--- src/rtl/fiapp_monitor.sv ---
// Cycle-accurate observer for the fiapp three-register stage.
// Runs a shadow model and compares each fiapp output against it every cycle.
// Mismatches are recorded as sticky flags, a saturating count and a snapshot
// of the first failing cycle. The alarm is raised when the count reaches a threshold.
module fiapp_monitor #(
  parameter int unsigned CNT_W        = 8,
  parameter int unsigned TS_W         = 16,
  parameter int unsigned WARMUP       = 2,
  parameter int unsigned ALARM_THRESH = 4
) (
  input  logic             clk,
  input  logic             reset_n,
  input  logic             mon_en,
  input  logic             dut_a,
  input  logic             dut_enable,
  input  logic             dut_o1,
  input  logic             dut_o2,
  input  logic             dut_o3,
  input  logic             err_clear,
  output logic [2:0]       err_flags,
  output logic [CNT_W-1:0] err_count,
  output logic [2:0]       first_err_code,
  output logic [TS_W-1:0]  first_err_time,
  output logic             alarm,
  output logic             armed
);

  localparam int unsigned      WarmW    = (WARMUP > 0) ? $clog2(WARMUP + 1) : 1;
  localparam logic [CNT_W-1:0] CntMax   = {CNT_W{1'b1}};
  localparam logic [CNT_W-1:0] Thresh   = CNT_W'(ALARM_THRESH);
  localparam logic [WarmW-1:0] WarmLoad = WarmW'(WARMUP);

  typedef enum logic [1:0] {StDisarmed, StWarmup, StArmed, StFault} state_e;

  state_e           state_q, state_d;
  logic [WarmW-1:0] warm_q, warm_d;
  logic             exp_q1_q, prev_o1_q, primed_q;
  logic [TS_W-1:0]  ts_q;
  logic [2:0]       flags_q, flags_d;
  logic [CNT_W-1:0] count_q, count_d;
  logic [2:0]       code_q, code_d;
  logic [TS_W-1:0]  time_q, time_d;
  logic             first_q, first_d;
  logic [2:0]       mis;
  logic             hit, rec;

  // Shadow model and timestamp run regardless of mon_en.
  always_ff @(posedge clk or negedge reset_n) begin
    if (!reset_n) begin
      exp_q1_q  <= 1'b0;
      prev_o1_q <= 1'b0;
      primed_q  <= 1'b0;
      ts_q      <= '0;
    end else begin
      if (dut_enable) exp_q1_q <= dut_a;
      prev_o1_q <= dut_o1;
      primed_q  <= 1'b1;
      ts_q      <= ts_q + TS_W'(1);
    end
  end

  // Checks on o2/o3 are masked until the shadow has seen one edge.
  assign mis[0] = dut_o1 ^ exp_q1_q;
  assign mis[1] = primed_q & (dut_o2 ^ prev_o1_q);
  assign mis[2] = primed_q & (dut_o3 ^ ~prev_o1_q);
  assign hit    = |mis;
  assign rec    = ((state_q == StArmed) || (state_q == StFault)) && hit;

  // Error recording; a clear wins over a same-cycle hit.
  always_comb begin
    flags_d = flags_q;
    count_d = count_q;
    code_d  = code_q;
    time_d  = time_q;
    first_d = first_q;
    if (err_clear) begin
      flags_d = '0;
      count_d = '0;
      code_d  = '0;
      time_d  = '0;
      first_d = 1'b0;
    end else if (rec) begin
      flags_d = flags_q | mis;
      if (count_q != CntMax) count_d = count_q + CNT_W'(1);
      if (!first_q) begin
        first_d = 1'b1;
        code_d  = mis;
        time_d  = ts_q;
      end
    end
  end

  // Arming FSM next-state; dropping mon_en always disarms.
  always_comb begin
    state_d = state_q;
    warm_d  = warm_q;
    unique case (state_q)
      StDisarmed: begin
        if (mon_en) begin
          if (WARMUP == 0) begin
            state_d = StArmed;
          end else begin
            state_d = StWarmup;
            warm_d  = WarmLoad;
          end
        end
      end
      StWarmup: begin
        warm_d = warm_q - WarmW'(1);
        if (warm_q <= WarmW'(1)) state_d = StArmed;
      end
      StArmed: begin
        if (!err_clear && (count_d >= Thresh)) state_d = StFault;
      end
      StFault: begin
        if (err_clear) state_d = StArmed;
      end
      default: state_d = StDisarmed;
    endcase
    if (!mon_en) state_d = StDisarmed;
  end

  // State and recorded-error registers.
  always_ff @(posedge clk or negedge reset_n) begin
    if (!reset_n) begin
      state_q <= StDisarmed;
      warm_q  <= '0;
      flags_q <= '0;
      count_q <= '0;
      code_q  <= '0;
      time_q  <= '0;
      first_q <= 1'b0;
    end else begin
      state_q <= state_d;
      warm_q  <= warm_d;
      flags_q <= flags_d;
      count_q <= count_d;
      code_q  <= code_d;
      time_q  <= time_d;
      first_q <= first_d;
    end
  end

  assign err_flags      = flags_q;
  assign err_count      = count_q;
  assign first_err_code = code_q;
  assign first_err_time = time_q;
  assign alarm          = (state_q == StFault);
  assign armed          = (state_q == StArmed) || (state_q == StFault);

endmodule

--- config.mk ---
export PLATFORM = sky130hd
export DESIGN_NAME = fiapp_monitor
export DESIGN_NICKNAME = d
export VERILOG_FILES = /design/src/rtl/fiapp_monitor.sv
export SDC_FILE = /design/constraint.sdc
export NUM_CORES = 1
export LEC_CHECK = 0
export CELL_PAD_IN_SITES_DETAIL_PLACEMENT = 1
export CELL_PAD_IN_SITES_GLOBAL_PLACEMENT = 1
export CORE_UTILIZATION = 41
export DETAILED_ROUTE_END_ITERATION = 10
export GPL_TIMING_DRIVEN = 0
export PLACE_DENSITY_LB_ADDON = 0.1
export SLEW_MARGIN = 20
export SYNTH_ARGS = -nofsm -noshare
export SYNTH_HDL_FRONTEND = slang
export SYNTH_SLANG_ARGS = --single-unit
--- constraint.sdc ---
create_clock -name clk -period 2.35 [get_ports clk]
set_clock_uncertainty 0.15 [all_clocks]
set_input_delay 0.3525 -clock clk [delete_from_list [all_inputs] [get_ports clk]]
set_output_delay 0.3525 -clock clk [all_outputs]
set_load 0.01 [all_outputs]
==> flow_summary_export.csv, run 1 <==
group,metric,value,unit
clock_network,clkTransAtPathRegs,0.09,ns
run,cap_violations,0,
yosys,yosysTopAreaCellShare,0.561,
worst_hold_path,worst_hold_path_class,"reg2reg",
place,dpl_cell_area,2890,um2
timing,rsz_0062_raised_after_global_routing,"no",
timing,worst_hold_slack,0.334,ns
power,power.switching_fraction,0.259,
critical_path,critPathRequiredTime,2.40,ns
floorplanning,floorplan.die.height,78.6,um
power,power_report.internal_total,1.48,mW
clock_network,clk-insertion-delay-late,0.30,ns
drt,met3WireLength,127,um
floorplanning,die_area,6190,um2
drt,totalWireLength,5090,um
drt,route.detailed.wl_per_inst,15.4,um
drt,top_layer,"met4",
cells_and_area,sequential_cell_area,1350,um2
clock_network,cts-buffers-inserted,5,
drt,via_total_after_detailed_routing,1742,
power,switching_power,0.519,mW
drt,routed_via_density,5.28,
place,post-place-ws,-0.229,ns
grt,first_pass_grt_wire_length,8730,um
yosys,syn-num-nets,223,
drt,sum_of_routed_wire_segments_on_met1,2370,um
power,comb_power_share,0.177,
drt,wl_met2,2540,um
run_status,outcome,"complete, no violations",
yosys,synth-edff-count,0,
cells_and_area,multiInputGateArea,955,um2
grt,globalRouteTotalUtil,0.181,
power,max-vdd-ir-drop,371,uV
grt,grt_antenna_before_repair,0,
clock_network,clock_tree.root_cell,"sky130_fd_sc_hd__clkbuf_8",
yosys,synth.top_cells.by_count,"54 x sky130_fd_sc_hd__dfrtp_1, 21 x sky130_fd_sc_hd__nor2_1, 18 x sky130_fd_sc_hd__a22o_1",
grt,largest_net_degree_at_the_start_of_global_routing,55,
cells_and_area,diodes,0,
drt,drc,0,
timing,period_needed,2.25,ns
yosys,synth.ff_latch_count,54,
timing,finalHoldViolCount,0,
yosys,yosysTopAreaCell,"sky130_fd_sc_hd__dfrtp_1",
place,number_of_buffers_inserted_by_port_buffering,39,
yosys,synthTopCellsByArea,"sky130_fd_sc_hd__dfrtp_1 56%, sky130_fd_sc_hd__a22o_1 6.5%, sky130_fd_sc_hd__xnor2_1 4.0%, sky130_fd_sc_hd__nor2_1 3.3%, sky130_fd_sc_hd__xor2_1 2.5%",
timing,fmax,0.444,GHz
place,hpwlAfterDp,3580,um
floorplanning,dieWidth,78.6,um
timing,final.period_utilization,0.958,
yosys,synthesis.area,2410,um2
timing,slew_violations,0,
yosys,yosysWarnings,0,
cells_and_area,nets,269,
critical_path,critical_path.max_fanout,10,
grt,gr-total-overflow,0,
power,power_density,667,nW/um2
floorplanning,io-pin-count,41,
yosys,dominantRegCellSynth,"sky130_fd_sc_hd__dfrtp_1",
power,cellLeakagePower,1.32,nW
critical_path,critical_path.endpoint_type,"flop",
cells_and_area,area_growth_syn_to_layout,24.6,%
critical_path,arrival,2.30,ns
clock_network,clock_path_buffers,2,
power,share_seq_of_total_power,0.519,
power,power_frac_clock,0.304,
yosys,postSynthCellCount,211,
yosys,synth_cell_types,41,
yosys,synthMostInstantiatedCell,"sky130_fd_sc_hd__dfrtp_1",
clock_network,cts_tree,"done",
timing,finalSetupViolCount,0,
cells_and_area,utilization_of_the_core_after_routing,0.538,
timing,setup_ws,0.0996,ns
floorplanning,floorplan.core_area,5570,um2
yosys,synth-seq-area-share,0.561,
cells_and_area,layout-drive-gt1-share,0.0891,
floorplanning,fp-row-count,27,
floorplanning,starting_density,0.432,
clock_network,cts_htree_levels,2,
place,gp_congestion,0.749,
yosys,ys_async_sr_fraction,1.00,
critical_path,critical_path.startpoint_type,"input pin",
critical_path,timing_worst_setup_path_type,"in2reg",
cells_and_area,finish.instance_area,3000,um2
cells_and_area,fillerInstances,601,
drt,antenna_left,0,
yosys,syn_area_per_cell,11.4,um2
power,power.total,2.00,mW
drt,detailedRoute.firstIterationViolations,55,
timing,tightest_slew,0.690,ns
grt,number_of_global_route_vias_before_repair,1802,
timing,timing.slew.headroom,0.540,
drt,drtPass1Iterations,4,
clock_network,tritoncts_num_sinks,54,
## worst paths after layout
path                                    from                end  slack [ns]  cells past startpoint
worst max-delay path                  dut_o3  first_err_time[1]         0.1                      8
worst min-delay path                ts_q[15]           ts_q[15]        0.33                      1
worst max register to register  err_count[0]         state_q[0]        0.21                      7
worst min register to register      ts_q[15]           ts_q[15]        0.33                      1
max in group asynchronous            reset_n         state_q[1]        1.10                      2
min in group asynchronous            reset_n         state_q[1]        0.48                      2
## timing repair
item / in CTS / in global routing
buffers inserted: 0 / 0
gates resized for setup: 1 / 1
hold buffers: 1 / 0
endpoints found under the setup margin: 1 / 1
endpoints found under the hold margin: 54 / 0
## area by class of cell
class / instances / area share
Buffer: 8 / 0.0246
Inverter: 7 / 0.00875
Sequential cell: 54 / 0.451
Clock inverter: 1 / 0.0100
Clock buffer: 7 / 0.0254
Multi-Input combinational cell: 141 / 0.318
Tap cell: 72 / 0.0300
Timing Repair Buffer: 40 / 0.133
## placed cells by master (no fill, tap or decap), types with 2 or more instances in the layout
cell type                         synthesis  final
sky130_fd_sc_hd__and4_1                   2      2
sky130_fd_sc_hd__nand4_1                  7      7
sky130_fd_sc_hd__a31oi_1                  4      4
sky130_fd_sc_hd__dfrtp_1                 54     53
sky130_fd_sc_hd__nand2b_1                 2      2
sky130_fd_sc_hd__nor2b_1                  2      2
sky130_fd_sc_hd__clkbuf_1                 5      5
sky130_fd_sc_hd__clkdlybuf4s50_1          0     38
sky130_fd_sc_hd__inv_1                    7      7
sky130_fd_sc_hd__nand2_1                 15     15
sky130_fd_sc_hd__a22o_1                  18     18
sky130_fd_sc_hd__mux2i_1                  2      2
sky130_fd_sc_hd__mux2_2                   2      2
sky130_fd_sc_hd__nand3_1                  8      8
sky130_fd_sc_hd__xor2_1                   7      7
sky130_fd_sc_hd__o21ai_0                  7      7
sky130_fd_sc_hd__and3_1                   5      5
sky130_fd_sc_hd__buf_6                    2      2
sky130_fd_sc_hd__xnor2_1                 11     11
sky130_fd_sc_hd__a21oi_1                  7      7
sky130_fd_sc_hd__clkbuf_8                 0      5
sky130_fd_sc_hd__nor2_1                  21     21
sky130_fd_sc_hd__ha_1                     3      3
## critical path, stage by stage
cell and delay, ns:
sky130_fd_sc_hd__clkdlybuf4s50_1 0.51, sky130_fd_sc_hd__and3b_4 0.23, sky130_fd_sc_hd__o31ai_4 0.33, sky130_fd_sc_hd__and2_4 0.20, sky130_fd_sc_hd__buf_6 0.11, sky130_fd_sc_hd__a21oi_2 0.13
sky130_fd_sc_hd__buf_6 0.19, sky130_fd_sc_hd__a22o_1 0.23
## power groups by stage
stage,clock [mW],combinational [mW],sequential (mW)
2_1_floorplan,0,0.214,1.05
3_3_place_gp,0,0.366,1.04
3_5_place_dp,0,0.373,1.05
4_1_cts,0.632,0.361,1.04
5_1_grt,0.664,0.392,1.05
6_report,0.608,0.353,1.04
## metrics by stage
stage,instances,TNS (ns)
global placement,322,-54.72
global route,330,0
finish,330,0
floorplan,211,0
detailed placement,322,-3.05
CTS,330,0
## sequential cells by signal, indices dropped and copies added, names as in the netlist
signal	cells
first_err_time	16
exp_q1_q	1
prev_o1_q	1
err_count	8
err_flags	3
state_q	2
first_q	1
primed_q	1
first_err_code	3
ts_q	16
warm_q	2
## cells by family after synthesis
family | share of synthesized area
other | 0.00156
and+or+nand+nor | 0.150
AOI/OAI and AO/OA | 0.139
muxes | 0.0177
xor gates and xnor gates | 0.0722
DFF | 0.561
adders and majority gates | 0.0156
buffers and inverters | 0.0426
## per-layer routing
layer,global-route usage,vias up
met5,0,-
met2,0.305,25
li1,-,827
met1,0.239,885
met3,0.0360,5
met4,0.0407,0
Power figures use the tool's default switching activity.
==> inputs of run 2 (changes only) <==
--- a/config.mk
+++ b/config.mk
@@ -9,8 +9,9 @@
 export CELL_PAD_IN_SITES_GLOBAL_PLACEMENT = 1
 export CORE_UTILIZATION = 41
 export DETAILED_ROUTE_END_ITERATION = 10
+export GPL_ROUTABILITY_DRIVEN = 0
 export GPL_TIMING_DRIVEN = 0
-export PLACE_DENSITY_LB_ADDON = 0.1
+export PLACE_DENSITY_LB_ADDON = 0.05
 export SLEW_MARGIN = 20
 export SYNTH_ARGS = -nofsm -noshare
 export SYNTH_HDL_FRONTEND = slang
==> run 2 against run 1 <==
- sequential share of layout area is 0.30 points higher
- largest cell class unchanged
- cell count decreased by 0.30%
- clock power fell by 19%
- design area fell by 0.67%
- via count is 0.52% lower
==> flow_summary_export.csv, run 2 (synthesis results as in run 1) <==
group,metric,value,unit
run_status,outcome,"complete, no violations",
critical_path,critPathRequiredTime,2.45,ns
cells_and_area,diodes,0,
critical_path,critical_path.max_fanout,10,
critical_path,arrival,2.34,ns
drt,routed_via_density,5.27,
power,power_frac_clock,0.261,
clock_network,clock_path_buffers,2,
critical_path,cpPeakStageDelay,0.52,ns
critical_path,critical_path.endpoint_type,"flop",
grt,grt_util_met2,0.308,
timing,timing.slew.headroom,0.542,
place,dp.cells,322,
cells_and_area,utilization_of_the_core_after_routing,0.535,
grt,number_of_global_route_vias_before_repair,1826,
clock_network,cts_tree,"done",
clock_network,post-cts-setup-buffers,0,
floorplanning,floorplan.core_area,5570,um2
drt,detailedRoute.firstIterationViolations,32,
floorplanning,die_area,6190,um2
floorplanning,fp-row-count,27,
grt,global_routing_met1_resource_utilization,0.247,
cells_and_area,layout-drive-gt1-share,0.0934,
timing,finalSetupViolCount,0,
drt,totalWireLength,5140,um
timing,rsz_0062_raised_after_global_routing,"no",
cells_and_area,fin_cells,329,
floorplanning,starting_density,0.432,
timing,fmax,0.446,GHz
cells_and_area,highest_count_cells_in_the_layout_ignoring_fill_and_taps,"53 x sky130_fd_sc_hd__dfrtp_1, 38 x sky130_fd_sc_hd__clkdlybuf4s50_1, 21 x sky130_fd_sc_hd__nor2_1, 18 x sky130_fd_sc_hd__a22o_1, 15 x sky130_fd_sc_hd__nand2_1",
clock_network,clkTransAtPathRegs,0.10,ns
critical_path,critical_path.startpoint_type,"input pin",
place,dpl_cell_area,2890,um2
timing,slew_violations,0,
drt,route.detailed.wl_per_inst,15.6,um
critical_path,timing_worst_setup_path_type,"in2reg",
clock_network,clock_tree.root_cell,"sky130_fd_sc_hd__clkbuf_8",
grt,grt.busiest_layer,"met2",
drt,antenna_left,0,
grt,globalRouteTotalUtil,0.185,
timing,period_needed,2.24,ns
floorplanning,io-pin-count,41,
timing,tightest_slew,0.688,ns
timing,finalHoldViolCount,0,
power,switching_power,0.528,mW
power,max-vdd-ir-drop,252,uV
cells_and_area,area_growth_syn_to_layout,23.8,%
drt,via_total_after_detailed_routing,1733,
cells_and_area,nets,269,
run,cap_violations,0,
grt,gr-total-overflow,0,
drt,drtPass1Iterations,6,
place,number_of_buffers_inserted_by_port_buffering,39,
grt,first_pass_grt_wire_length,8990,um
clock_network,cts-buffers-inserted,5,
drt,drc,0,
floorplanning,dieWidth,78.6,um
floorplanning,floorplan.die.height,78.6,um
power,share_seq_of_total_power,0.548,
clock_network,tritoncts_num_sinks,54,
cells_and_area,finish.instance_area,2980,um2
worst_hold_path,worst_hold_path_class,"reg2reg",
grt,grt_antenna_before_repair,0,
power,power_report.internal_total,1.37,mW
clock_network,clk-insertion-delay-late,0.30,ns
cells_and_area,final_common_cell,"sky130_fd_sc_hd__dfrtp_1",
timing,final.period_utilization,0.955,
critical_path,crit_slowest_cell,"sky130_fd_sc_hd__clkdlybuf4s50_1",
power,power_density,635,nW/um2
power,power.switching_fraction,0.279,
grt,grt_use_met3,0.0372,
clock_network,cts_htree_levels,2,
power,cellLeakagePower,1.31,nW
power,comb_power_share,0.190,
critical_path,cp_cell_sequence,"clkdlybuf4s50_1 > and3b_4 > o31ai_4 > and2_4 > buf_6 > and3_4 > buf_8 > buf_12 > a22o_1",
grt,largest_net_degree_at_the_start_of_global_routing,55,
place,hpwlAfterDp,3570,um
[run 2: cell count changes in the layout (fill, tap and decap cells not counted), sizes merged]
cell,change
clkbuf,-2
clkinv,+2
bufinv,-1
[run 2: metrics by stage]
stage / power, mW / setup TNS [ns] / setup slack, ns / hold slack, ns
2_1_floorplan: 1.26 / 0 / 0.341 / -0.0931
3_3_place_gp: 1.41 / -55.87 / -0.983 / 0.314
3_5_place_dp: 1.42 / -3.60 / -0.258 / 0.296
4_1_cts: 1.93 / 0 / 0.0571 / 0.335
5_1_grt: 2.00 / 0 / 0.0229 / 0.367
6_report: 1.89 / 0 / 0.106 / 0.327
[run 2: power by group through the flow]
stage	clock network [mW]	logic [mW]	registers, mW
3_5_place_dp	0	0.375	1.04
4_1_cts	0.520	0.365	1.04
2_1_floorplan	0	0.214	1.05
6_report	0.495	0.361	1.04
3_3_place_gp	0	0.367	1.04
5_1_grt	0.548	0.405	1.05
[run 2: worst max-delay path: cells and delay by family]
family	cells	cell delay, ns
buffers and inverters	4	0.90
and+or+nand+nor	3	0.63
AOI/OAI and AO/OA	2	0.46
[run 2: cell type report]
type	count	area (um2)
fillers	611	2590
flip-flops and latches	54	1350
clock inverters	2	10.0
multi-input cells	141	962
inverters	7	26.3
repair buffers	40	398
clock buffers	5	68.8
well taps	72	90.1
plain buffers	8	73.8
[run 2: final timing paths]
check,depth (start not counted),slack [ns],endpoint,start
setup reg to reg,7,0.21,state_q[0],err_count[0]
setup / recovery,9,0.11,first_err_time[10],dut_o3
min in group asynchronous,2,0.47,err_count[7],reset_n
hold / removal,1,0.33,ts_q[15],ts_q[15]
hold reg to reg,1,0.33,ts_q[15],ts_q[15]
max in group asynchronous,2,1.07,state_q[1],reset_n
[run 2: per-layer routing]
| layer | routed length (um) | part of all wire |
|---|---|---|
| met4 | 50 | 0.0097 |
| met1 | 2400 | 0.47 |
| met5 | 0 | 0 |
| met2 | 2540 | 0.49 |
| met3 | 147 | 0.029 |
[run 2: timing repair]
action                     4_1_cts  5_1_grt
setup endpoints to repair        1       10
hold endpoints to repair        54        0
cloned                           0        0
hold buffers                     1        0
gates resized for setup          2        1
==> inputs of run 3 (changes only) <==
--- a/config.mk
+++ b/config.mk
@@ -7,8 +7,9 @@
 export LEC_CHECK = 0
 export CELL_PAD_IN_SITES_DETAIL_PLACEMENT = 1
 export CELL_PAD_IN_SITES_GLOBAL_PLACEMENT = 1
-export CORE_UTILIZATION = 41
+export CORE_UTILIZATION = 45
 export DETAILED_ROUTE_END_ITERATION = 10
+export DONT_BUFFER_PORTS = 1
 export GPL_ROUTABILITY_DRIVEN = 0
 export GPL_TIMING_DRIVEN = 0
 export PLACE_DENSITY_LB_ADDON = 0.05
==> run 3 against run 2 <==
- cell count decreased by 11%
- global-route usage increased by 2.1 points
- clock power increased by 7.5%
- largest cell class unchanged
==> flow_summary_export.csv, run 3 (synthesis results as in run 1) <==
group,metric,value,unit
cells_and_area,nets,233,
grt,first_pass_grt_wire_length,8480,um
cells_and_area,highest_count_cells_in_the_layout_ignoring_fill_and_taps,"53 x sky130_fd_sc_hd__dfrtp_1, 21 x sky130_fd_sc_hd__nor2_1, 18 x sky130_fd_sc_hd__a22o_1, 15 x sky130_fd_sc_hd__nand2_1, 11 x sky130_fd_sc_hd__xnor2_1",
cells_and_area,diodes,0,
power,max-vdd-ir-drop,344,uV
critical_path,arrival,2.29,ns
cells_and_area,layout-drive-gt1-share,0.108,
clock_network,clk-insertion-delay-late,0.31,ns
run_status,outcome,"complete, no violations",
grt,largest_net_degree_at_the_start_of_global_routing,55,
critical_path,depth_of_the_worst_register_to_register_path,7,
timing,timing.slew.headroom,0.663,
critical_path,worst_r2r_startpoint,"prev_o1_q",
timing,slew_violations,0,
clock_network,cts-buffers-inserted,5,
critical_path,worstSetupStartpoint,"prev_o1_q",
floorplanning,die_area,5650,um2
timing,rsz_0062_raised_after_global_routing,"no",
clock_network,clkTransAtPathRegs,0.10,ns
critical_path,worstReg2RegEnd,"first_err_time[14]",
critical_path,crit_slowest_cell,"sky130_fd_sc_hd__dfrtp_1",
timing,finalHoldViolCount,0,
clock_network,tritoncts_num_sinks,54,
grt,number_of_global_route_vias_before_repair,1751,
place,number_of_buffers_inserted_by_port_buffering,0,
timing,period_needed,2.19,ns
worst_hold_path,worst_hold_path_class,"in2reg",
drt,route.detailed.wl_per_inst,17.6,um
cells_and_area,fillerInstances,556,
timing,setup_ws,0.158,ns
critical_path,crit_path_frequent_cell,"sky130_fd_sc_hd__buf_6",
grt,grt_antenna_before_repair,0,
timing,finalSetupViolCount,0,
power,switching_power,0.520,mW
power,power_report.internal_total,1.35,mW
power,power.switching_fraction,0.279,
run,cap_violations,0,
timing,fmax,0.456,GHz
cells_and_area,utilization_of_the_core_after_routing,0.514,
worst_hold_path,hold-path-endpoint,"state_q[0]",
worst_hold_path,hold_path_depth,2,
floorplanning,io-pin-count,41,
timing,final.period_utilization,0.933,
cells_and_area,area_growth_syn_to_layout,9.61,%
grt,grt.busiest_layer,"met2",
grt,globalRouteTotalUtil,0.206,
power,comb_power_share,0.156,
grt,grt_util_met2,0.361,
power,cellLeakagePower,1.19,nW
drt,via_total_after_detailed_routing,1652,
timing,tightest_slew,0.505,ns
clock_network,post-cts-setup-buffers,0,
critical_path,critical_path.startpoint_type,"flop",
grt,global_routing_met1_resource_utilization,0.247,
place,post-place-ws,0.126,ns
critical_path,critPathRequiredTime,2.44,ns
grt,gr-total-overflow,0,
power,share_seq_of_total_power,0.559,
power,power_density,707,nW/um2
timing,worst_hold_slack,0.0208,ns
cells_and_area,finish.instance_area,2640,um2
place,hpwlAfterDp,3590,um
worst_hold_path,start_point_of_the_worst_min_delay_path,"mon_en",
drt,drtPass1Iterations,4,
drt,totalWireLength,5140,um
floorplanning,floorplan.die.height,75.2,um
drt,drc,0,
clock_network,cts_htree_levels,2,
critical_path,cpPeakStageDelay,0.45,ns
timing,setup_tns,0,ns
floorplanning,starting_density,0.469,
cells_and_area,final_common_cell,"sky130_fd_sc_hd__dfrtp_1",
critical_path,worst-r2r-setup-slack,0.16,ns
drt,antenna_left,0,
drt,routed_via_density,5.66,
clock_network,clock_path_buffers,2,
floorplanning,floorplan.core_area,5140,um2
critical_path,critical_path.max_fanout,10,
critical_path,critical_path.endpoint_type,"flop",
floorplanning,fp-row-count,26,
drt,detailedRoute.firstIterationViolations,59,
clock_network,cts_tree,"done",
place,dpl_cell_area,2500,um2
clock_network,clock_tree.root_cell,"sky130_fd_sc_hd__clkbuf_8",
critical_path,timing_worst_setup_path_type,"reg2reg",
grt,grt_use_met3,0.0348,
critical_path,cp_cell_sequence,"nor3b_2 > o31ai_4 > and2_4 > buf_6 > a21oi_2 > buf_6 > a22o_1",
power,power_frac_clock,0.285,
floorplanning,dieWidth,75.2,um
==> run 3: changes by cell type in the layout (fill, tap and decap cells not counted) <==
cell                              previous run  this run
sky130_fd_sc_hd__clkbuf_8                    5         6
sky130_fd_sc_hd__dlygate4sd3_1               1         2
sky130_fd_sc_hd__buf_16                      0         1
sky130_fd_sc_hd__buf_4                       1         0
sky130_fd_sc_hd__clkinvlp_4                  0         1
sky130_fd_sc_hd__a21oi_4                     1         0
sky130_fd_sc_hd__clkinv_2                    2         1
sky130_fd_sc_hd__clkbuf_2                    1         0
sky130_fd_sc_hd__clkdlybuf4s50_1            38         0
sky130_fd_sc_hd__clkbuf_1                    3         5
sky130_fd_sc_hd__a21oi_2                     0         1
==> run 3: worst max-delay path: cells and delay by family (launching register included) <==
family	cells	cell delay (ns)
DFF	1	0.45
buffers and inverters	2	0.34
and+or+nand+nor	2	0.49
AOI/OAI and AO/OA	3	0.69
==> run 3: worst max path at each step <==
stage,endpoint,slack [ns]
2_1_floorplan,state_q[0],0.34
3_3_place_gp,state_q[0],0.16
3_5_place_dp,state_q[0],0.13
4_1_cts,state_q[0],0.12
5_1_grt,state_q[0],0.009
6_report,first_err_time[14],0.16
==> run 3: power by group through the flow <==
stage	registers [mW]	clock network [mW]	logic, mW
after global placement	1.06	0	0.254
after floorplan	1.05	0	0.214
after detailed placement	1.06	0	0.265
after CTS	1.04	0.556	0.293
final	1.04	0.532	0.291
after global routing	1.05	0.590	0.331
==> run 3: stage by stage <==
stage / cells / power, mW
finish: 292 / 1.87
global route: 292 / 1.97
CTS: 292 / 1.89
detailed placement: 281 / 1.33
global placement: 281 / 1.31
floorplan: 211 / 1.26
==> run 3: timing repair <==
action | CTS | global route
hold buffers | 3 | 0
setup endpoints to repair | 0 | 1
gates resized for setup | 0 | 1
hold endpoints to repair | 55 | 0
==> run 3: final cells by class <==
type	instances	area [um2]	share of cell area
inverter	7	26.3	0.00995
multi-input combinational	141	955	0.362
clock inverter	2	12.5	0.00474
clock buffer	6	82.6	0.0313
timing repair buffer	3	47.5	0.0180
sequential	54	1350	0.512
tap	70	87.6	0.0332
buffer	9	76.3	0.0289
==> run 3: per-layer routing <==
layer,wire length [um],part of all wire,vias up
li1,-,-,754
met1,2130,0.41,858
met2,2710,0.53,30
met3,176,0.034,10
met4,119,0.023,0
met5,0,0,-
